[config.mk]
export PLATFORM = sky130hd
export DESIGN_NAME = uart_tx_engine
export DESIGN_NICKNAME = d
export VERILOG_FILES = /design/src/rtl/uart_pkg.sv /design/src/rtl/uart_tx_fifo.sv /design/src/rtl/uart_tx_engine.sv
export SDC_FILE = /design/constraint.sdc
export NUM_CORES = 1
export LEC_CHECK = 0
export ABC_AREA = 1
export BUFFER_PORTS_ARGS = -buffer_cell sky130_fd_sc_hd__buf_2
export CAP_MARGIN = 30
export CORE_UTILIZATION = 55
export CTS_CLUSTER_SIZE = 14
export DETAILED_ROUTE_END_ITERATION = 12
export PLACE_DENSITY = 0.71
export SETUP_SLACK_MARGIN = 0.05
export SYNTH_ARGS = -nofsm -noshare
export SYNTH_HDL_FRONTEND = slang
export SYNTH_SLANG_ARGS = --single-unit
export TNS_END_PERCENT = 1
[constraint.sdc]
create_clock -name Clock_50 -period 5.2 [get_ports Clock_50]
set_input_delay 0.26 -clock Clock_50 [delete_from_list [all_inputs] [get_ports Clock_50]]
set_output_delay 0.26 -clock Clock_50 [all_outputs]
set_load 0.05 [all_outputs]
[src/rtl/uart_pkg.sv]
// Shared types and constants for the UART transmit engine.
package uart_pkg;

    typedef enum logic [2:0] {
        S_IDLE,
        S_START,
        S_DATA,
`ifdef UART_TX_PARITY_EN
        S_PARITY,
`endif
        S_STOP
    } tx_state_t;

`ifdef SIMULATION
    localparam int CLK_DIV_DEFAULT = 6;
`else
    localparam int CLK_DIV_DEFAULT = 434;
`endif

endpackage

[src/rtl/uart_tx_fifo.sv]
// Transmit FIFO: registered occupancy, drops writes when full and flags the drop.
module uart_tx_fifo #(
    parameter int DATA_BITS  = 8,
    parameter int FIFO_DEPTH = 16
) (
    input  logic                 clk,
    input  logic                 rst_n,
    input  logic                 push,
    input  logic [DATA_BITS-1:0] wr_data,
    input  logic                 pop,
    output logic [DATA_BITS-1:0] rd_data,
    output logic                 full,
    output logic                 empty,
    output logic                 overrun
);

    localparam int AW = $clog2(FIFO_DEPTH);

    logic [DATA_BITS-1:0] mem [FIFO_DEPTH];
    logic [AW-1:0]        wr_ptr, rd_ptr;
    logic [AW:0]          count;
    logic                 do_push, do_pop;

    assign full    = (count == (AW+1)'(FIFO_DEPTH));
    assign empty   = (count == '0);
    assign do_push = push && !full;
    assign do_pop  = pop && !empty;
    assign rd_data = mem[rd_ptr];

    always_ff @(posedge clk) begin
        if (do_push)
            mem[wr_ptr] <= wr_data;
    end

    always_ff @(posedge clk) begin
        if (!rst_n) begin
            wr_ptr  <= '0;
            rd_ptr  <= '0;
            count   <= '0;
            overrun <= 1'b0;
        end else begin
            // full is the registered occupancy, so a same-cycle pop never rescues a write
            overrun <= push && full;
            if (do_push)
                wr_ptr <= wr_ptr + AW'(1);
            if (do_pop)
                rd_ptr <= rd_ptr + AW'(1);
            case ({do_push, do_pop})
                2'b10:   count <= count + (AW+1)'(1);
                2'b01:   count <= count - (AW+1)'(1);
                default: count <= count;
            endcase
        end
    end

endmodule

[src/rtl/uart_tx_engine.sv]
// UART transmitter: FIFO-fed frame FSM with registered serial line.
// Optional parity bit when UART_TX_PARITY_EN is defined.
module uart_tx_engine
    import uart_pkg::*;
#(
    parameter int DATA_BITS  = 8,
    parameter int STOP_BITS  = 1,
    parameter int CLK_DIV    = CLK_DIV_DEFAULT,
    parameter int FIFO_DEPTH = 16
`ifdef UART_TX_PARITY_EN
    ,
    parameter bit PARITY_ODD = 1'b0
`endif
) (
    input  logic                 Clock_50,
    input  logic                 Resetn,
    input  logic                 Enable,
    input  logic                 Load_data,
    input  logic [DATA_BITS-1:0] w_data,
    output logic                 Full,
    output logic                 Empty,
    output logic                 Busy,
    output logic                 Overrun,
    output logic                 UART_TX_O
);

    localparam int              CW        = (CLK_DIV > 1) ? $clog2(CLK_DIV) : 1;
    localparam logic [CW-1:0]   BAUD_LAST = CW'(CLK_DIV - 1);
    localparam logic [2:0]      DATA_LAST = 3'(DATA_BITS - 1);
    localparam logic [2:0]      STOP_LAST = 3'(STOP_BITS - 1);

    tx_state_t            state, state_nxt;
    logic [CW-1:0]        baud_cnt;
    logic [2:0]           bit_cnt;
    logic [DATA_BITS-1:0] shreg, shreg_nxt, head;
    logic                 pop, fifo_empty, fifo_full, fifo_ovr;
    logic                 tx_q, tx_nxt, bit_done, can_pop;
`ifdef UART_TX_PARITY_EN
    logic                 par_q;
`endif

    assign bit_done  = (baud_cnt == BAUD_LAST);
    assign can_pop   = Enable && !fifo_empty;
    assign Full      = fifo_full;
    assign Empty     = fifo_empty;
    assign Overrun   = fifo_ovr;
    assign Busy      = (state != S_IDLE);
    assign UART_TX_O = tx_q;

    uart_tx_fifo #(
        .DATA_BITS  (DATA_BITS),
        .FIFO_DEPTH (FIFO_DEPTH)
    ) u_fifo (
        .clk     (Clock_50),
        .rst_n   (Resetn),
        .push    (Load_data),
        .wr_data (w_data),
        .pop     (pop),
        .rd_data (head),
        .full    (fifo_full),
        .empty   (fifo_empty),
        .overrun (fifo_ovr)
    );

    always_comb begin
        state_nxt = state;
        pop       = 1'b0;
        shreg_nxt = shreg;
        tx_nxt    = 1'b1;
        case (state)
            S_IDLE: begin
                if (can_pop) begin
                    pop       = 1'b1;
                    shreg_nxt = head;
                    state_nxt = S_START;
                end
            end
            S_START: begin
                if (bit_done)
                    state_nxt = S_DATA;
            end
            S_DATA: begin
                if (bit_done) begin
                    shreg_nxt = shreg >> 1;
                    if (bit_cnt == DATA_LAST)
`ifdef UART_TX_PARITY_EN
                        state_nxt = S_PARITY;
`else
                        state_nxt = S_STOP;
`endif
                end
            end
`ifdef UART_TX_PARITY_EN
            S_PARITY: begin
                if (bit_done)
                    state_nxt = S_STOP;
            end
`endif
            S_STOP: begin
                if (bit_done && bit_cnt == STOP_LAST) begin
                    // chain straight into the next start bit when data is waiting
                    if (can_pop) begin
                        pop       = 1'b1;
                        shreg_nxt = head;
                        state_nxt = S_START;
                    end else begin
                        state_nxt = S_IDLE;
                    end
                end
            end
            default: state_nxt = S_IDLE;
        endcase

        // line level follows the state being entered so the output stays registered
        case (state_nxt)
            S_START:    tx_nxt = 1'b0;
            S_DATA:     tx_nxt = shreg_nxt[0];
`ifdef UART_TX_PARITY_EN
            S_PARITY:   tx_nxt = par_q;
`endif
            default:    tx_nxt = 1'b1;
        endcase
    end

    always_ff @(posedge Clock_50) begin
        if (!Resetn) begin
            state    <= S_IDLE;
            baud_cnt <= '0;
            bit_cnt  <= '0;
            shreg    <= '0;
            tx_q     <= 1'b1;
        end else begin
            state <= state_nxt;
            shreg <= shreg_nxt;
            tx_q  <= tx_nxt;

            if (state_nxt != state || bit_done || state == S_IDLE)
                baud_cnt <= '0;
            else
                baud_cnt <= baud_cnt + CW'(1);

            if (state_nxt != state)
                bit_cnt <= '0;
            else if (bit_done && (state == S_DATA || state == S_STOP))
                bit_cnt <= bit_cnt + 3'd1;
        end
    end

`ifdef UART_TX_PARITY_EN
    always_ff @(posedge Clock_50) begin
        if (!Resetn)
            par_q <= 1'b0;
        else if (pop)
            par_q <= (^head) ^ PARITY_ODD;
    end
`endif

endmodule

==> flow_summary.ini, run 1 <==
[outcome]
outcome = complete, no violations

[timing]
period_share_pct = 53.70
worst-slew-pin-transition_ns = 1.003
setup_viol = 0
fin_skew_ns = 0.006741
rsz0062_at_grt = no
relSlewSlack_pct = 32.92
timing.final.crit_period_ns = 2.792
finalSetupTns_ns = 0
drv_slew = 0
max_freq_mhz = 358.1
hold_viol_final = 0

[placed_design]
dp_hpwl_microns = 9727
io_buffers = 16
place_inst = 967
routabilityCongestion = 0.8144

[cts]
cts_setup_buffers = 0
post_cts_resized = 0
cts_hold_buf = 0
cts.reportedPaths.clkPinSlew_ns = 0.06
h-tree-depth = 4
cts_tree = yes
insertion_delay_ns = 0.43
cts.path.max_buffers = 2
cts.sinks = 170
cts_made_buffers = 17
root_buffer = clkbuf_16

[synthesis]
post-synth-top-count-cell = nand2_1
syn_area_per_cell_sq_um = 9.411
ys_top_cells_by_count = 196 x nand2_1, 128 x edfxtp_1, 103 x nor2_1
synth.yosys.seq_area_share_pct = 62.22
synth_edf_count = 128
ys_ff_latch = 170
postSynthCellCount = 800
synthArstFlopShare_pct = 0
syn_nets = 826
ys.flop_type = edfxtp_1
netlist-cell-type-count = 28
synth_area_sq_um = 7528
yosysTopAreaCell = edfxtp_1
synthTopCellsByArea = edfxtp_1 51%, dfxtp_1 11%, nand2_1 9.8%
ys_warn_count = 0
yosysTopAreaCellShare_pct = 51.06

[final_layout]
layoutNonFillerInstCount = 999
fillCellCount = 1054
multiInputGateArea_sq_um = 2326
drive_gt1_share_pct = 7.412
diodes = 0
synthToLayoutAreaGrowth_pct = 10.67
nNetsFinal = 837
seq_area_sq_um = 4686

[pwr]
leakage_nw = 3.418
p_clk_share_pct = 38.9
pwr-share-seq_pct = 46.4
p_sw_share_pct = 27.35
combPwrFrac_pct = 14.7
vdd_drop_max_v = 0.0002957
p_sw_w = 0.0009039
p_int_w = 0.002401
power.density_nw_per_um2 = 396.7

[worst_hold_path]
hp-class = primary input to flop

[global_route]
overflow = 0
grt_max_degree = 67
grt_usage_pct = 23.68
antenna_found_initial = 0
first_global_vias = 5044
grt_pass1_wl_microns = 25440

[worst_setup_path]
path_cells = inv_1, nand4_1, nand2_1, inv_2, nand2_1, inv_2, ha_1, xor2_1, ha_1, inv_1, nand2_1, a31oi_1, xor2_1, nand2_1, a21oi_1
start_kind = flop
critPathArrivalTime_ns = 3.15
critical_path.slowest_cell = dfxtp_1
cp-end-kind = flop
cpMostUsedCell = nand2_1
critPathMaxFanout = 14
crit_type = flop to flop
cp.required_ns = 5.56
slowest_delay_ns = 0.41

[route]
avgViaCountPerCell = 5.298
drc = 0
vias = 5293
first_pass_iters = 5
drtIter0Drc = 500
ant_nets = 0
finalWirelength_microns = 15720
wl_per_cell_microns = 15.74

[floorplanning]
core_area_sq_um = 13300
start_util_pct = 56.63
fp.dieW_microns = 119.0
placementRows = 42
fp.dieArea_sq_um = 14160
ios = 17
die_height_microns = 119.0

[flow_run]
maxCapViolations = 0
==> per-layer routing <==
layer	vias up	wire length, microns	global-route usage [%]
met5	-	0	0
li1	2622	-	-
met1	2488	6918	31.56
met3	25	888	3.927
met2	158	7576	38.70
met4	0	338	9.573
==> sequential cells by signal, indices dropped and copies added (netlist names), named ones only <==
register,cells
shreg,8
u_fifo.rd_ptr,4
bit_cnt,3
u_fifo.count,5
state,3
u_fifo.mem,128
UART_TX_O,1
u_fifo.wr_ptr,4
baud_cnt,9
u_fifo.overrun,1
==> placed cells by master (no fill, tap or decap) <==
cell type / netlist / routed
buf_2: 12 / 16
clkbuf_16: 0 / 17
nand4_4: 1 / 1
clkinv_1: 1 / 2
dfxtp_2: 0 / 1
o21ai_1: 1 / 1
o21ai_0: 29 / 29
nand2_2: 4 / 4
clkinvlp_4: 0 / 4
inv_2: 4 / 4
buf_4: 3 / 2
nand3_1: 102 / 102
bufinv_16: 0 / 3
o21bai_1: 1 / 1
nand4_1: 5 / 5
o21a_1: 1 / 1
nor3_1: 3 / 3
inv_1: 99 / 99
edfxtp_1: 128 / 128
o211ai_1: 2 / 2
xnor2_1: 4 / 4
nor2_1: 103 / 103
ha_1: 14 / 14
inv_6: 0 / 4
clkinv_2: 0 / 2
xor2_1: 11 / 11
nand2_1: 196 / 196
conb_1: 1 / 1
buf_12: 0 / 1
a31oi_1: 2 / 2
a21oi_1: 17 / 17
nor2_2: 2 / 2
dfxtp_1: 42 / 41
==> final timing paths <==
path	start	to	slack, ns	cells past startpoint
max	u_fifo.count[1]$_SDFFE_PN0P_	u_fifo.count[4]$_SDFFE_PN0P_	2.41	15
min	Load_data	u_fifo.overrun$_SDFF_PN0_	0.07	3
max reg2reg	u_fifo.count[1]$_SDFFE_PN0P_	u_fifo.count[4]$_SDFFE_PN0P_	2.41	15
min reg2reg	baud_cnt[0]$_SDFF_PP0_	baud_cnt[0]$_SDFF_PP0_	0.47	1
==> cell type report <==
type | instances | share of cell area (%)
Multi-Input combinational cell | 499 | 27.92
Sequential cell | 170 | 56.24
Clock buffer | 17 | 5.106
Inverter | 104 | 4.685
Timing Repair Buffer | 19 | 1.382
Clock inverter | 14 | 2.027
Tap cell | 176 | 2.643
==> kinds of logic (layout without fill, tap and decap cells) <==
group	after synthesis	after routing	share of synthesized area (%)
xor+xnor	15	15	1.745
compound gates	53	53	3.689
fa+ha+maj	14	14	2.327
simple gates	416	416	23.08
other cells	1	1	0.04981
buf+inv	131	154	6.881
flops	170	170	62.22
==> worst max-delay path: cells and delay by family (launching register included) <==
kind	cells	cell delay (ns)
AND/OR/NAND/NOR	5	0.57
adder cells (fa/ha/maj)	2	0.54
buffers and inverters	4	0.52
flip-flops	1	0.41
AO/OA/AOI/OAI	2	0.35
XOR/XNOR	2	0.32
==> power by group through the flow <==
stage | Sequential, W | Combinational [W] | Clock (W)
after floorplan | 0.00156 | 0.000353 | 0
after global placement | 0.00156 | 0.000459 | 0
after detailed placement | 0.00156 | 0.000473 | 0
after CTS | 0.00153 | 0.000478 | 0.00129
after global routing | 0.00154 | 0.000542 | 0.00135
final | 0.00153 | 0.000485 | 0.00129
==> per-stage QoR <==
stage                     area, sq um  setup WS [ns]  hold slack (ns)  power [W]  util [%]
after global placement           7717          2.693           0.4468   0.002018     58.05
after global routing             8332          2.154          0.09808   0.003426     62.67
after detailed placement         7717          2.478           0.4606   0.002036     58.05
after CTS                        8312          2.467          0.06162   0.003304     62.52
after floorplan                  7528          2.671           0.3589   0.001915         -
final                            8332          2.408          0.06893   0.003305     62.67
Note: power is estimated with default switching activity, not from simulation.
==> inputs of run 2 (changes only) <==
PLACE_DENSITY = 0.74   (was 0.71)
clock period = 2.3 ns   (was 5.2 ns; I/O delays follow)
==> run 2 against run 1 <==
  * The run now ends with negative setup slack left
  * Design area up 4.4%
  * Clock skew about the same
  * Setup slack worse by 2.4 ns
  * Register-to-register slack worse by 2.4 ns
  * Total power up 130%
  * Core utilization up 2.8 points
  * Routed wire length up 8.8%
  * Non-clock buffer count up 37
  * Clock-buffer cell count up 4
  * Clock power up 120%
  * Critical endpoint unchanged
  * Largest cell class unchanged
==> flow_summary.ini, run 2 (synthesis gave the netlist of run 1 again) <==
[cts]
insertion_delay_ns = 0.43
cts.sinks = 170
cts.path.max_buffers = 2
h-tree-depth = 4
cts_tree = yes
cts.reportedPaths.clkPinSlew_ns = 0.06
cts_made_buffers = 17
root_buffer = clkbuf_16

[route]
wl_per_cell_microns = 16.53
first_pass_iters = 6
drtIter0Drc = 579
avgViaCountPerCell = 5.378
ant_nets = 0
vias = 5566
finalWirelength_microns = 17110
drc = 0

[timing]
timing.final.crit_period_ns = 2.340
period_share_pct = 101.7
worst-slew-pin-transition_ns = 0.5048
drv_slew = 0
fin_skew_ns = 0.006876
rsz0062_at_grt = yes
whs_ns = 0.08663
hold_viol_final = 0
worst_slack_ns = -0.03993
max_freq_mhz = 427.4
setup_viol = 2
relSlewSlack_pct = 66.30

[final_layout]
final_area_sq_um = 8702
largest_reg_flops = 128
top_register = u_fifo.mem
top_regs = u_fifo.mem (128), baud_cnt (9), shreg (8)
diodes = 0
layoutNonFillerInstCount = 1035
layout_common_cells = 191 x nand2_1, 128 x edfxtp_1, 101 x nand3_1, 100 x nor2_1, 94 x inv_1
drive_gt1_share_pct = 13.97
synthToLayoutAreaGrowth_pct = 15.59
layout_commonest_cell = nand2_1
fillCellCount = 1008
nNetsFinal = 874

[floorplanning]
start_util_pct = 56.63
core_area_sq_um = 13300
placementRows = 42
fp.dieArea_sq_um = 14160
fp.dieW_microns = 119.0
die_height_microns = 119.0
ios = 17

[placed_design]
dp_hpwl_microns = 10560
place_inst = 993
io_buffers = 16
dpl_cell_area_sq_um = 7950
routabilityCongestion = 0.8468

[worst_hold_path]
hp-start = w_data[6]
hold-path-endpoint = u_fifo.mem[14][6]$_DFFE_PP_
hp-class = primary input to flop
hold_path_depth = 1

[worst_setup_path]
slowest_delay_ns = 0.36
critPathMaxFanout = 4
rr_endpoint = u_fifo.count[4]$_SDFFE_PN0P_
cpMostUsedCell = inv_2
ff2ff_setup_slack_ns = -0.04
cp-end-kind = flop
crit_type = flop to flop
rr_worst_depth = 15
critical_path.slowest_cell = dfxtp_1
cp.required_ns = 2.66
reg2reg_from = u_fifo.count[0]$_SDFFE_PN0P_
path_cells = nor2_1, nand4_1, nand2_1, inv_2, nand2_2, inv_2, ha_4, xor2_2, ha_2, inv_2, nand2_2, a31oi_1, xor2_1, nand2_1, a21oi_1
start_kind = flop
critPathArrivalTime_ns = 2.70

[pwr]
power.total_w = 0.007505
vdd_drop_max_v = 0.0006947
power.density_nw_per_um2 = 862.4
leakage_nw = 3.613

[global_route]
antenna_found_initial = 0
overflow = 0
grt_max_degree = 64
grt_pass1_wl_microns = 27190
first_global_vias = 5460
grt_usage_pct = 25.57

[flow_run]
maxCapViolations = 0

[outcome]
outcome = finished with violations
violations = negative setup slack
run 2: cell count changes in the layout (fill, tap and decap cells not counted), moves of 4 or more:
cell / change
nand2_2: +5
inv_2: +4
ha_4: +4
ha_1: -5
clkbuf_1: +4
nand2_1: -5
buf_4: +36
inv_1: -5
dfxtp_2: +6
inv_6: -4
dfxtp_1: -7
run 2: worst max path at each step:
stage                                            start                      endpoint  slack (ns)  cells after the start
after CTS                       baud_cnt[1]$_SDFF_PP0_  u_fifo.count[3]$_SDFFE_PN0P_       -0.01                     15
after global placement          baud_cnt[1]$_SDFF_PP0_  u_fifo.count[4]$_SDFFE_PN0P_        0.05                     17
after global routing            baud_cnt[1]$_SDFF_PP0_  u_fifo.count[4]$_SDFFE_PN0P_       -0.13                     17
final                     u_fifo.count[0]$_SDFFE_PN0P_  u_fifo.count[4]$_SDFFE_PN0P_       -0.04                     15
after floorplan                 baud_cnt[0]$_SDFF_PP0_  u_fifo.count[4]$_SDFFE_PN0P_         0.1                     16
after detailed placement        baud_cnt[1]$_SDFF_PP0_  u_fifo.count[4]$_SDFFE_PN0P_       -0.08                     17
run 2: stage by stage:
stage / setup WS [ns] / setup TNS (ns) / util, %
2_1_floorplan: 0.09970 / 0 / -
3_3_place_gp: 0.04681 / 0 / 59.80
3_5_place_dp: -0.07948 / -0.07948 / 59.80
4_1_cts: -0.009770 / -0.01368 / 64.44
5_1_grt: -0.1250 / -0.3318 / 65.45
6_report: -0.03993 / -0.06542 / 65.45
run 2: what timing repair did:
action                     4_1_cts  5_1_grt
cloned                           0        0
setup buffers                    3        8
hold endpoints to repair         1        0
hold buffers                     1        0
resized for setup                7       24
setup endpoints to repair        3        4
pin swaps                        4       12
run 2: area by class of cell:
type	instances	area (sq um)	share of cell area, %
timing repair buffer	56	395.4	4.543
inverter	104	392.9	4.515
clock buffer	21	440.4	5.061
tap	176	220.2	2.531
multi-input combinational	499	2431	27.94
sequential	170	4697	53.98
clock inverter	9	125.1	1.438
run 2: per-layer routing:
metal / vias up / global-route usage [%] / share of wire (%) / wire (microns)
li1: 2697 / - / - / -
met1: 2639 / 32.15 / 40 / 6865
met2: 197 / 43.13 / 51 / 8780
met3: 33 / 4.789 / 6.2 / 1053
met4: 0 / 11.08 / 2.4 / 408
met5: - / 0 / 0 / 0
run 2: critical path, delay by kind of cell (launching register included):
family	cells	cell delay, ns
AOI/OAI and AO/OA	2	0.32
and+or+nand+nor	6	0.72
adders and majority gates	2	0.37
xor gates and xnor gates	2	0.32
buffers and inverters	3	0.17
DFF	1	0.36
run 2: where the power goes:
part	switching, W	leakage [nW]	internal (W)
Sequential	0.0000825	1.50	0.00340
Combinational	0.000819	1.84	0.000412
Clock	0.00110	0.274	0.00169
